### src/rtl/pipeline_hazard_controller.sv
`default_nettype none
// +--------------------------------------------------------------------------+
// | pipeline_hazard_controller: stall/flush sequencer for the RV32E pipeline  |
// | Optional HAZARD_PERF_EN adds stall-cycle and flush-pulse counters.        |
// | Rev 1.0                                                                  |
// +--------------------------------------------------------------------------+
module pipeline_hazard_controller #(
  parameter int LOAD_USE_BUBBLES = 2,
  parameter int MEM_TIMEOUT      = 255
) (
  input  logic        clk,
  input  logic        rst_n,
  input  logic [3:0]  rs1_ID,
  input  logic [3:0]  rs2_ID,
  input  logic        rs1_used_ID,
  input  logic        rs2_used_ID,
  input  logic [3:0]  rd_EX,
  input  logic        regfile_we_EX,
  input  logic [1:0]  rd_data_sel_EX,
  input  logic        invalid_EX,
  input  logic [3:0]  rd_MEMPREP,
  input  logic        regfile_we_MEMPREP,
  input  logic [1:0]  rd_data_sel_MEMPREP,
  input  logic        branch_taken_EX,
  input  logic        lsu_req_MEM,
  input  logic        lsu_ack,
  output logic        stall_IF,
  output logic        stall_ID,
  output logic        bubble_EX,
  output logic        flush_IF,
  output logic        flush_ID,
  output logic        stall_MEM,
  output logic [1:0]  ctrl_state,
  output logic        mem_timeout
`ifdef HAZARD_PERF_EN
  ,
  output logic [31:0] perf_stall_cycles,
  output logic [31:0] perf_flush_count
`endif
);

  localparam logic [1:0] c_st_run      = 2'd0;
  localparam logic [1:0] c_st_load_use = 2'd1;
  localparam logic [1:0] c_st_mem_wait = 2'd2;

  localparam logic [1:0] c_bub_ex  = 2'(LOAD_USE_BUBBLES - 1);
  localparam logic [1:0] c_bub_mp  = 2'(LOAD_USE_BUBBLES - 2);
  localparam logic       c_mp_en   = (LOAD_USE_BUBBLES >= 2);
  localparam logic [7:0] c_timeout = 8'(MEM_TIMEOUT);

  logic [1:0] r_state, w_state_nxt;
  logic [1:0] r_bub_cnt, w_bub_nxt;
  logic [7:0] r_wait_cnt, w_wait_nxt;
  logic       r_mem_timeout, w_tmo_nxt;

  logic w_rs1_hit_ex, w_rs2_hit_ex, w_rs1_hit_mp, w_rs2_hit_mp;
  logic w_load_ex, w_load_mp, w_hz_ex, w_hz_mp;
  logic w_lsu_wait, w_branch;

  // Register x0 never carries a dependency, so it is excluded from matching.
  assign w_rs1_hit_ex = rs1_used_ID && (rs1_ID != 4'd0) && (rs1_ID == rd_EX);
  assign w_rs2_hit_ex = rs2_used_ID && (rs2_ID != 4'd0) && (rs2_ID == rd_EX);
  assign w_rs1_hit_mp = rs1_used_ID && (rs1_ID != 4'd0) && (rs1_ID == rd_MEMPREP);
  assign w_rs2_hit_mp = rs2_used_ID && (rs2_ID != 4'd0) && (rs2_ID == rd_MEMPREP);

  assign w_load_ex  = regfile_we_EX && (rd_data_sel_EX == 2'b01) && !invalid_EX;
  assign w_load_mp  = regfile_we_MEMPREP && (rd_data_sel_MEMPREP == 2'b01);
  assign w_hz_ex    = w_load_ex && (w_rs1_hit_ex || w_rs2_hit_ex);
  assign w_hz_mp    = c_mp_en && w_load_mp && (w_rs1_hit_mp || w_rs2_hit_mp);
  assign w_lsu_wait = lsu_req_MEM && !lsu_ack;
  assign w_branch   = branch_taken_EX && !invalid_EX;

  always_ff @(posedge clk or negedge rst_n) begin
    if (!rst_n) begin
      r_state       <= c_st_run;
      r_bub_cnt     <= 2'd0;
      r_wait_cnt    <= 8'd0;
      r_mem_timeout <= 1'b0;
    end else begin
      r_state       <= w_state_nxt;
      r_bub_cnt     <= w_bub_nxt;
      r_wait_cnt    <= w_wait_nxt;
      r_mem_timeout <= w_tmo_nxt;
    end
  end

  always_comb begin
    w_state_nxt = r_state;
    w_bub_nxt   = r_bub_cnt;
    w_wait_nxt  = r_wait_cnt;
    w_tmo_nxt   = r_mem_timeout;
    case (r_state)
      c_st_run: begin
        if (w_lsu_wait) begin
          w_state_nxt = c_st_mem_wait;
          w_wait_nxt  = 8'd1;
        end else if (w_branch) begin
          w_state_nxt = c_st_run;
        end else if (w_hz_ex) begin
          w_bub_nxt   = c_bub_ex;
          w_state_nxt = (c_bub_ex != 2'd0) ? c_st_load_use : c_st_run;
        end else if (w_hz_mp) begin
          w_bub_nxt   = c_bub_mp;
          w_state_nxt = (c_bub_mp != 2'd0) ? c_st_load_use : c_st_run;
        end
      end
      c_st_load_use: begin
        // A memory wait freezes the bubble sequence; the count resumes after release.
        if (w_lsu_wait) begin
          w_state_nxt = c_st_mem_wait;
          w_wait_nxt  = 8'd1;
        end else begin
          w_bub_nxt   = (r_bub_cnt != 2'd0) ? r_bub_cnt - 2'd1 : 2'd0;
          w_state_nxt = (r_bub_cnt <= 2'd1) ? c_st_run : c_st_load_use;
        end
      end
      c_st_mem_wait: begin
        if (lsu_ack) begin
          w_wait_nxt  = 8'd0;
          w_state_nxt = (r_bub_cnt != 2'd0) ? c_st_load_use : c_st_run;
        end else if (r_wait_cnt == c_timeout) begin
          w_tmo_nxt   = 1'b1;
          w_wait_nxt  = 8'd0;
          w_bub_nxt   = 2'd0;
          w_state_nxt = c_st_run;
        end else begin
          w_wait_nxt  = r_wait_cnt + 8'd1;
        end
      end
      default: begin
        w_state_nxt = c_st_run;
        w_bub_nxt   = 2'd0;
        w_wait_nxt  = 8'd0;
      end
    endcase
  end

  always_comb begin
    stall_IF   = 1'b0;
    stall_ID   = 1'b0;
    bubble_EX  = 1'b0;
    flush_IF   = 1'b0;
    flush_ID   = 1'b0;
    stall_MEM  = 1'b0;
    ctrl_state = 2'd0;
    if (rst_n) begin
      ctrl_state = r_state;
      case (r_state)
        c_st_run: begin
          if (w_lsu_wait) begin
            stall_IF  = 1'b1;
            stall_ID  = 1'b1;
            stall_MEM = 1'b1;
          end else if (w_branch) begin
            flush_IF  = 1'b1;
            flush_ID  = 1'b1;
          end else if (w_hz_ex || w_hz_mp) begin
            stall_IF  = 1'b1;
            stall_ID  = 1'b1;
            bubble_EX = 1'b1;
          end
        end
        c_st_load_use: begin
          stall_IF = 1'b1;
          stall_ID = 1'b1;
          if (w_lsu_wait) stall_MEM = 1'b1;
          else            bubble_EX = 1'b1;
        end
        c_st_mem_wait: begin
          // Ack releases the whole pipeline in the same cycle it arrives.
          if (!lsu_ack) begin
            stall_IF  = 1'b1;
            stall_ID  = 1'b1;
            stall_MEM = 1'b1;
          end
        end
        default: ;
      endcase
    end
  end

  assign mem_timeout = r_mem_timeout;

`ifdef HAZARD_PERF_EN
  logic [31:0] r_perf_stall, r_perf_flush;

  always_ff @(posedge clk or negedge rst_n) begin
    if (!rst_n) begin
      r_perf_stall <= 32'd0;
      r_perf_flush <= 32'd0;
    end else begin
      if (stall_IF && (r_perf_stall != 32'hFFFF_FFFF)) r_perf_stall <= r_perf_stall + 32'd1;
      if (flush_IF && (r_perf_flush != 32'hFFFF_FFFF)) r_perf_flush <= r_perf_flush + 32'd1;
    end
  end

  assign perf_stall_cycles = r_perf_stall;
  assign perf_flush_count  = r_perf_flush;
`endif

endmodule
`default_nettype wire

### config.mk
export PLATFORM = sky130hd
export DESIGN_NAME = pipeline_hazard_controller
export DESIGN_NICKNAME = d
export VERILOG_FILES = /design/src/rtl/pipeline_hazard_controller.sv
export SDC_FILE = /design/constraint.sdc
export NUM_CORES = 1
export LEC_CHECK = 0
export CORE_MARGIN = 4
export CORE_UTILIZATION = 45
export DETAILED_ROUTE_END_ITERATION = 8
export PLACE_DENSITY = 0.8
export SYNTH_ARGS = -nofsm -noshare
export SYNTH_HDL_FRONTEND = slang
export SYNTH_SLANG_ARGS = --single-unit
### constraint.sdc
create_clock -name clk -period 2.3 [get_ports clk]
set_input_delay 0.23 -clock clk [delete_from_list [all_inputs] [get_ports clk]]
set_output_delay 0.23 -clock clk [all_outputs]
set_load 0.01 [all_outputs]
==> flow_summary_export.csv, run 1 <==
group,metric,value,unit
drt,remaining_drc_errors,0,
outcome,outcome,"complete, no violations",
pwr,max-vdd-ir-drop,0.283,mV
drt,route.detailed.wl_per_inst,15.5,um
critical_path,r2r_cell_count,6,
drt,dr.max_layer_used,"met4",
worst_hold_path,timing.hold.worst.class,"primary input to async pin",
finish,post_route_cell_area,1680,sq um
drt,drt_first_pass_iters,4,
logic_synthesis,synth-async-reset-ratio,100,%
floorplan,num_rows,17,
cts,cts_htree_levels,1,
logic_synthesis,yosys_register_bits,13,
cts,ctsRootBufferMaster,"sky130_fd_sc_hd__clkbuf_4",
place,dp.final_hpwl,2.77,mm
place,place_area,1630,sq um
timing,timing.max_slew.rel_slack,54.6,%
global_routing,antenna_found_initial,0,
drt,wl_met3,226,um
cts,cts.sinks,13,
floorplan,io_pins,39,
finish,n_fill_cell,156,
logic_synthesis,synthesis.area,1110,sq um
timing,layout_min_cycle_time,2.25,ns
logic_synthesis,synth_ff_type,"sky130_fd_sc_hd__dfrtp_1",
drt,wl_met1,1.40,mm
critical_path,worstSetupPathType,"primary input to output pin",
logic_synthesis,yosys.area.top_type,"sky130_fd_sc_hd__dfrtp_1",
finish,syn2layout_area_growth,51.1,%
logic_synthesis,synth_nets,160,
critical_path,cp_max_fo,2,
global_routing,pin_count_of_the_biggest_net_entering_global_routing,12,
cts,clock_tree_from_tritoncts,"yes",
critical_path,origin_of_the_critical_flop_to_flop_path,"r_wait_cnt[0]$_DFFE_PN0P_",
global_routing,grt_overflow_total,0,
timing,rsz0062_at_grt,"yes",
finish,post_route_cells_drive_above_1_share,23.0,%
pwr,power_density,393,nW/um^2
logic_synthesis,yosys.area.top_type_share,29.3,%
critical_path,timing.critical_path.arrival,2.02,ns
global_routing,grt_pass1_vias,1233,
finish,share_of_the_core_filled_with_cells,73.8,%
floorplan,core_box_area,2280,sq um
logic_synthesis,synth_cell_types,44,
drt,drt-initial-drc-count,40,
critical_path,critical_path_end_type,"output pin",
timing,setup_tns,0,ns
cts,postCtsHoldBufs,0,
drt,drt_wl_total,3.34,mm
timing,fin_crit_sh,97.9,%
global_routing,grt_util_all_layers,20.5,%
drt,drt.antenna.violating_nets,0,
floorplan,design.die.area,3330,sq um
logic_synthesis,yosys-top-cells-area,"sky130_fd_sc_hd__dfrtp_1, sky130_fd_sc_hd__xor2_1, sky130_fd_sc_hd__o21ai_0",
critical_path,wp_data_required,2.07,ns
critical_path,worst_r2r_endpoint,"r_wait_cnt[3]$_DFFE_PN0P_",
timing,final_max_slew_violation_count,0,
drt,via_per_inst,5.74,
timing,tightest_slew,0.674,ns
logic_synthesis,count_of_flip_flops_with_a_built_in_enable_after_synthesis,0,
floorplan,dieWidth,57.7,um
logic_synthesis,synthesis.instances,129,
cts,tritoncts_buffer_count,3,
logic_synthesis,ys_seq_area_share,29.3,%
pwr,p_leak,0.733,nW
logic_synthesis,yosys_warnings,0,
floorplan,initial_utilization,48.8,%
timing,final_hold_viol_count,0,
critical_path,register_to_register_setup_slack,0.46,ns
cts,clk_pin_slew,0.09,ns
cts,clk_latency,0.28,ns
finish,fin_nets,219,
floorplan,chipHeight,57.7,um
finish,count_of_inserted_antenna_diode_cells,0,
global_routing,grt_pass1_wl,5.46,mm
timing,setup_violations_final,0,
place,io_buffers,38,
drt,vias,1235,
place,place_congestion,0.835,
logic_synthesis,post_synth.cell_area_avg,8.61,sq um
timing,maxClockFrequency,444,MHz
run,max_cap_violations,0,
drt,met2_wirelength,1.68,mm
critical_path,critPathLaunchType,"primary input",
cts,maximum_number_of_buffers_from_clock_root_to_sink,2,
timing,worst_clock_skew,0.00754,ns
## metal layers
layer	vias to the layer above	global-route usage (%)
met5	-	0
met4	0	5.63
met3	4	3.12
met2	62	35.8
met1	590	26.1
li1	579	-
## critical path, cell delays in order
cell	delay (ns)
sky130_fd_sc_hd__clkdlybuf4s50_1	0.50
sky130_fd_sc_hd__o41ai_2	0.09
sky130_fd_sc_hd__or3_4	0.41
sky130_fd_sc_hd__nor4_4	0.18
sky130_fd_sc_hd__nor3_2	0.09
sky130_fd_sc_hd__o21ai_1	0.15
sky130_fd_sc_hd__buf_4	0.14
sky130_fd_sc_hd__clkdlybuf4s15_1	0.23
## final cells by class
type / instances / area [sq um] / area share (%)
repair buffers: 60 / 529 / 31.5
flip-flops and latches: 13 / 327 / 19.4
clock inverters: 1 / 5.00 / 0.298
clock buffers: 3 / 22.5 / 1.34
well taps: 28 / 35.0 / 2.09
multi-input cells: 107 / 749 / 44.6
inverters: 3 / 11.3 / 0.671
## kinds of logic after synthesis
family,count (synthesis),share of synthesized area [%]
buf+inv,9,5.97
flops,13,29.3
xor+xnor,16,12.6
compound gates,29,16.9
simple gates,59,32.2
mux,2,1.91
fa+ha+maj,1,1.13
## flip-flops by register name, summed over array words and instances (netlist names)
signal       flops
r_state          2
mem_timeout      1
r_bub_cnt        2
r_wait_cnt       8
## where the power goes
part / switching (mW) / internal [mW]
clock network: 0.0803 / 0.0643
registers: 0.0229 / 0.248
logic: 0.112 / 0.133
total: 0.215 / 0.445
## cell usage in the layout (no fill, tap or decap), drive strengths merged, types with 2 or more instances in the layout
| cell | n |
|---|---|
| clkdlybuf4s50 | 30 |
| buf | 22 |
| o21ai | 14 |
| xor2 | 13 |
| dfrtp | 13 |
| nand2 | 9 |
| nor2 | 8 |
| nor3 | 8 |
| nand3 | 7 |
| dlygate4sd2 | 5 |
| clkbuf | 5 |
| and2 | 4 |
| and3 | 4 |
| nor2b | 4 |
| inv | 3 |
| a21oi | 3 |
| nand2b | 3 |
| xnor2 | 3 |
| nor4 | 3 |
| o41ai | 2 |
| o22ai | 2 |
| o31ai | 2 |
| nor3b | 2 |
| nand4 | 2 |
## synthesized netlist by cell type (all sizes together), types with 2 or more instances
library cell,number
a21oi,3
and2,4
and3,4
buf,4
clkbuf,2
dfrtp,13
inv,3
nand2,9
nand2b,3
nand3,7
nand4,2
nor2,8
nor2b,4
nor3,8
nor3b,2
nor4,3
o21ai,14
o22ai,2
o31ai,2
o41ai,2
xnor2,3
xor2,13
## worst max-delay path by stage
stage,endpoint,from,cells past startpoint,slack [ns]
after floorplan,stall_IF,rs2_ID[2],6,0.52
after global placement,bubble_EX,rs2_ID[2],8,-0.32
after detailed placement,stall_IF,rs1_ID[1],9,-0.37
after CTS,bubble_EX,rs2_ID[3],8,0.02
after global routing,stall_IF,rs2_ID[3],8,-0.02
final,stall_IF,rs2_ID[3],8,0.05
## repair_timing
action	in CTS	in global routing
setup buffers	1	0
pin swaps	2	1
setup endpoints to repair	3	4
resized for setup	13	7
## through the flow
stage	power, mW	hold slack [ns]	cells	worst slack (ns)
final	0.660	0.349	215	0.0494
after CTS	0.656	0.350	215	0.0181
after global routing	0.699	0.361	215	-0.0184
after floorplan	0.388	-0.0656	129	0.520
after detailed placement	0.514	0.474	210	-0.374
after global placement	0.500	0.449	210	-0.323
Note: power is estimated with default switching activity, not from simulation.
==> run 2, diff against run 1 <==
--- a/config.mk
+++ b/config.mk
@@ -5,10 +5,11 @@
 export SDC_FILE = /design/constraint.sdc
 export NUM_CORES = 1
 export LEC_CHECK = 0
+export ABC_AREA = 1
 export CORE_MARGIN = 4
-export CORE_UTILIZATION = 45
+export CORE_UTILIZATION = 50
 export DETAILED_ROUTE_END_ITERATION = 8
-export PLACE_DENSITY = 0.8
+export PLACE_DENSITY = 0.86
 export SYNTH_ARGS = -nofsm -noshare
 export SYNTH_HDL_FRONTEND = slang
 export SYNTH_SLANG_ARGS = --single-unit
==> constraint.sdc (replaced) <==
create_clock -name clk -period 2.6 [get_ports clk]
set_input_delay 0.26 -clock clk [delete_from_list [all_inputs] [get_ports clk]]
set_output_delay 0.26 -clock clk [all_outputs]
set_load 0.01 [all_outputs]
==> flow_summary_export.csv, run 2 <==
group,metric,value,unit
pwr,p_leak,0.911,nW
cts,cts.sinks,13,
timing,maxClockFrequency,446,MHz
pwr,post_layout_total_power,0.624,mW
timing,tightest_slew,0.307,ns
drt,route.detailed.wl_per_inst,10.9,um
critical_path,worstSetupPathType,"flip-flop to output pin",
cts,clock_tree_from_tritoncts,"yes",
critical_path,critPathLaunchType,"flip-flop",
timing,setup_tns,0,ns
timing,timing.max_slew.rel_slack,79.4,%
finish,share_of_the_core_filled_with_cells,73.4,%
finish,layout.area.seq,325,sq um
logic_synthesis,post_synth.cell_area_avg,6.10,sq um
logic_synthesis,yosys.area.top_type,"sky130_fd_sc_hd__dfrtp_1",
floorplan,initial_utilization,53.8,%
drt,via_per_inst,4.82,
finish,layout.cells.most_common_list,"sky130_fd_sc_hd__nand2_1, sky130_fd_sc_hd__clkdlybuf4s50_1, sky130_fd_sc_hd__inv_1, sky130_fd_sc_hd__nor2_1, sky130_fd_sc_hd__dfrtp_1",
finish,reg.largest.list,"r_wait_cnt: 8 flops, r_bub_cnt: 2 flops, r_state: 2 flops",
cts,tritoncts_buffer_count,3,
cts,clk_latency,0.28,ns
critical_path,timing.critical_path.arrival,1.98,ns
critical_path,register_to_register_setup_slack,0.97,ns
logic_synthesis,yosys.area.top_type_share,26.8,%
logic_synthesis,synth_most_common_cell,"sky130_fd_sc_hd__nand2_1",
place,io_buffers,38,
global_routing,grt_pass1_vias,1203,
floorplan,num_rows,17,
pwr,max-vdd-ir-drop,0.463,mV
logic_synthesis,yosys_register_bits,13,
logic_synthesis,yosys_warnings,0,
logic_synthesis,ys_seq_area_share,26.8,%
cts,ctsRootBufferMaster,"sky130_fd_sc_hd__clkbuf_4",
global_routing,grt_pass1_wl,4.95,mm
logic_synthesis,synth_ff_type,"sky130_fd_sc_hd__dfrtp_1",
worst_hold_path,timing.hold.worst.class,"primary input to async pin",
drt,remaining_drc_errors,0,
floorplan,design.die.area,3280,sq um
run,max_cap_violations,0,
drt,drt.antenna.violating_nets,0,
place,placed_cells,264,
logic_synthesis,synthesis.instances,199,
timing,fin_crit_sh,86.3,%
finish,fin_nets,272,
logic_synthesis,count_of_flip_flops_with_a_built_in_enable_after_synthesis,0,
critical_path,cp_max_fo,7,
drt,drt-initial-drc-count,30,
place,place_congestion,0.856,
logic_synthesis,synth_top_cells_by_count,"sky130_fd_sc_hd__nand2_1, sky130_fd_sc_hd__inv_1, sky130_fd_sc_hd__nor2_1",
place,dp.final_hpwl,2.43,mm
finish,post_layout_nonfiller_instances,268,
logic_synthesis,synth_nets,230,
outcome,outcome,"complete, no violations",
critical_path,wp_data_required,2.34,ns
finish,syn2layout_area_growth,36.4,%
finish,layout.cells.most_common,"sky130_fd_sc_hd__nand2_1",
cts,cts_htree_levels,1,
timing,worst_clock_skew,0.00374,ns
drt,drt_wl_total,2.93,mm
finish,largest_register,"r_wait_cnt",
place,place_ws,0.0187,ns
finish,n_fill_cell,188,
logic_synthesis,synthesis.area,1210,sq um
timing,final_max_slew_violation_count,0,
finish,area_of_the_multi_input_gates,734,sq um
cts,post_cts_buffers,0,
floorplan,chipHeight,57.3,um
finish,post_route_cells_drive_above_1_share,13.3,%
floorplan,core_box_area,2250,sq um
cts,maximum_number_of_buffers_from_clock_root_to_sink,2,
global_routing,pin_count_of_the_biggest_net_entering_global_routing,17,
critical_path,critical_path_end_type,"output pin",
timing,finalWorstSetupSlack,0.356,ns
floorplan,dieWidth,57.3,um
global_routing,antenna_found_initial,0,
drt,drt_first_pass_iters,4,
timing,final_hold_viol_count,0,
logic_synthesis,synth_cell_types,28,
global_routing,grt_overflow_total,0,
drt,vias,1292,
logic_synthesis,synth-async-reset-ratio,100,%
cts,clk_pin_slew,0.09,ns
finish,count_of_inserted_antenna_diode_cells,0,
global_routing,grt_util_all_layers,18.7,%
timing,layout_min_cycle_time,2.24,ns
pwr,power_density,377,nW/um^2
logic_synthesis,yosys-top-cells-area,"sky130_fd_sc_hd__dfrtp_1, sky130_fd_sc_hd__nand2_1, sky130_fd_sc_hd__inv_1",
timing,setup_violations_final,0,
floorplan,io_pins,39,
timing,rsz0062_at_grt,"no",
finish,largest_register_ffs,8,
[run 2: through the flow]
| stage | hold slack, ns | instance area (sq um) |
|---|---|---|
| floorplan | -0.0356 | 1210 |
| global placement | 0.457 | 1620 |
| detailed placement | 0.463 | 1620 |
| CTS | 0.355 | 1650 |
| global route | 0.376 | 1660 |
| finish | 0.354 | 1660 |
[run 2: final timing paths]
path,to,startpoint,cells after the start
min,r_wait_cnt[4]$_DFFE_PN0P_,rst_n,2
min in group clk,mem_timeout$_DFFE_PN0P_,mem_timeout$_DFFE_PN0P_,1
min reg2reg,mem_timeout$_DFFE_PN0P_,mem_timeout$_DFFE_PN0P_,1
max reg2reg,r_bub_cnt[0]$_DFFE_PN0P_,r_wait_cnt[0]$_DFFE_PN0P_,10
max,stall_MEM,r_state[1]$_DFFE_PN0P_,7
max in group asynchronous,r_bub_cnt[0]$_DFFE_PN0P_,rst_n,2
[run 2: routing by layer]
metal	track usage (%)	part of all wire (%)	routed length [um]
met4	3.64	0.34	10
met5	0	0	0
met3	4.30	5.1	150
met2	31.6	49	1420
met1	24.5	46	1340
[run 2: timing repair]
| action | 4_1_cts | 5_1_grt |
|---|---|---|
| setup endpoints to repair | 0 | 3 |
| resized for setup | 0 | 3 |
| hold buffers | 0 | 0 |
[run 2: power breakdown]
group	switching, mW	internal (mW)	leakage, nW	total, mW
Sequential	0.0270	0.221	0.175	0.248
Combinational	0.130	0.112	0.721	0.242
Clock	0.0736	0.0596	0.0150	0.133
Total	0.231	0.393	0.911	0.624
[run 2: cell type report]
class	instances	share of cell area, %
multi-input cells	147	44.4
repair buffers	39	23.9
flip-flops and latches	13	19.7
inverters	37	8.39
well taps	28	2.12
clock buffers	4	1.59
[run 2: kinds of logic (layout without fill, tap and decap cells)]
family	count (synthesis)	in the layout	share of synthesized area, %
AND/OR/NAND/NOR	124	124	47.1
flip-flops	13	13	26.8
adder cells (fa/ha/maj)	1	1	1.03
buffers and inverters	39	80	12.7
XOR/XNOR	3	3	2.17
AO/OA/AOI/OAI	19	19	10.2
[run 2: critical path: stages (launching register included)]
cell and delay (ns):
sky130_fd_sc_hd__dfrtp_1 0.53, sky130_fd_sc_hd__inv_2 0.10, sky130_fd_sc_hd__nor2_4 0.10, sky130_fd_sc_hd__inv_2 0.06, sky130_fd_sc_hd__nor2_2 0.14, sky130_fd_sc_hd__inv_2 0.05, sky130_fd_sc_hd__a21oi_1 0.16, sky130_fd_sc_hd__clkdlybuf4s50_1 0.56
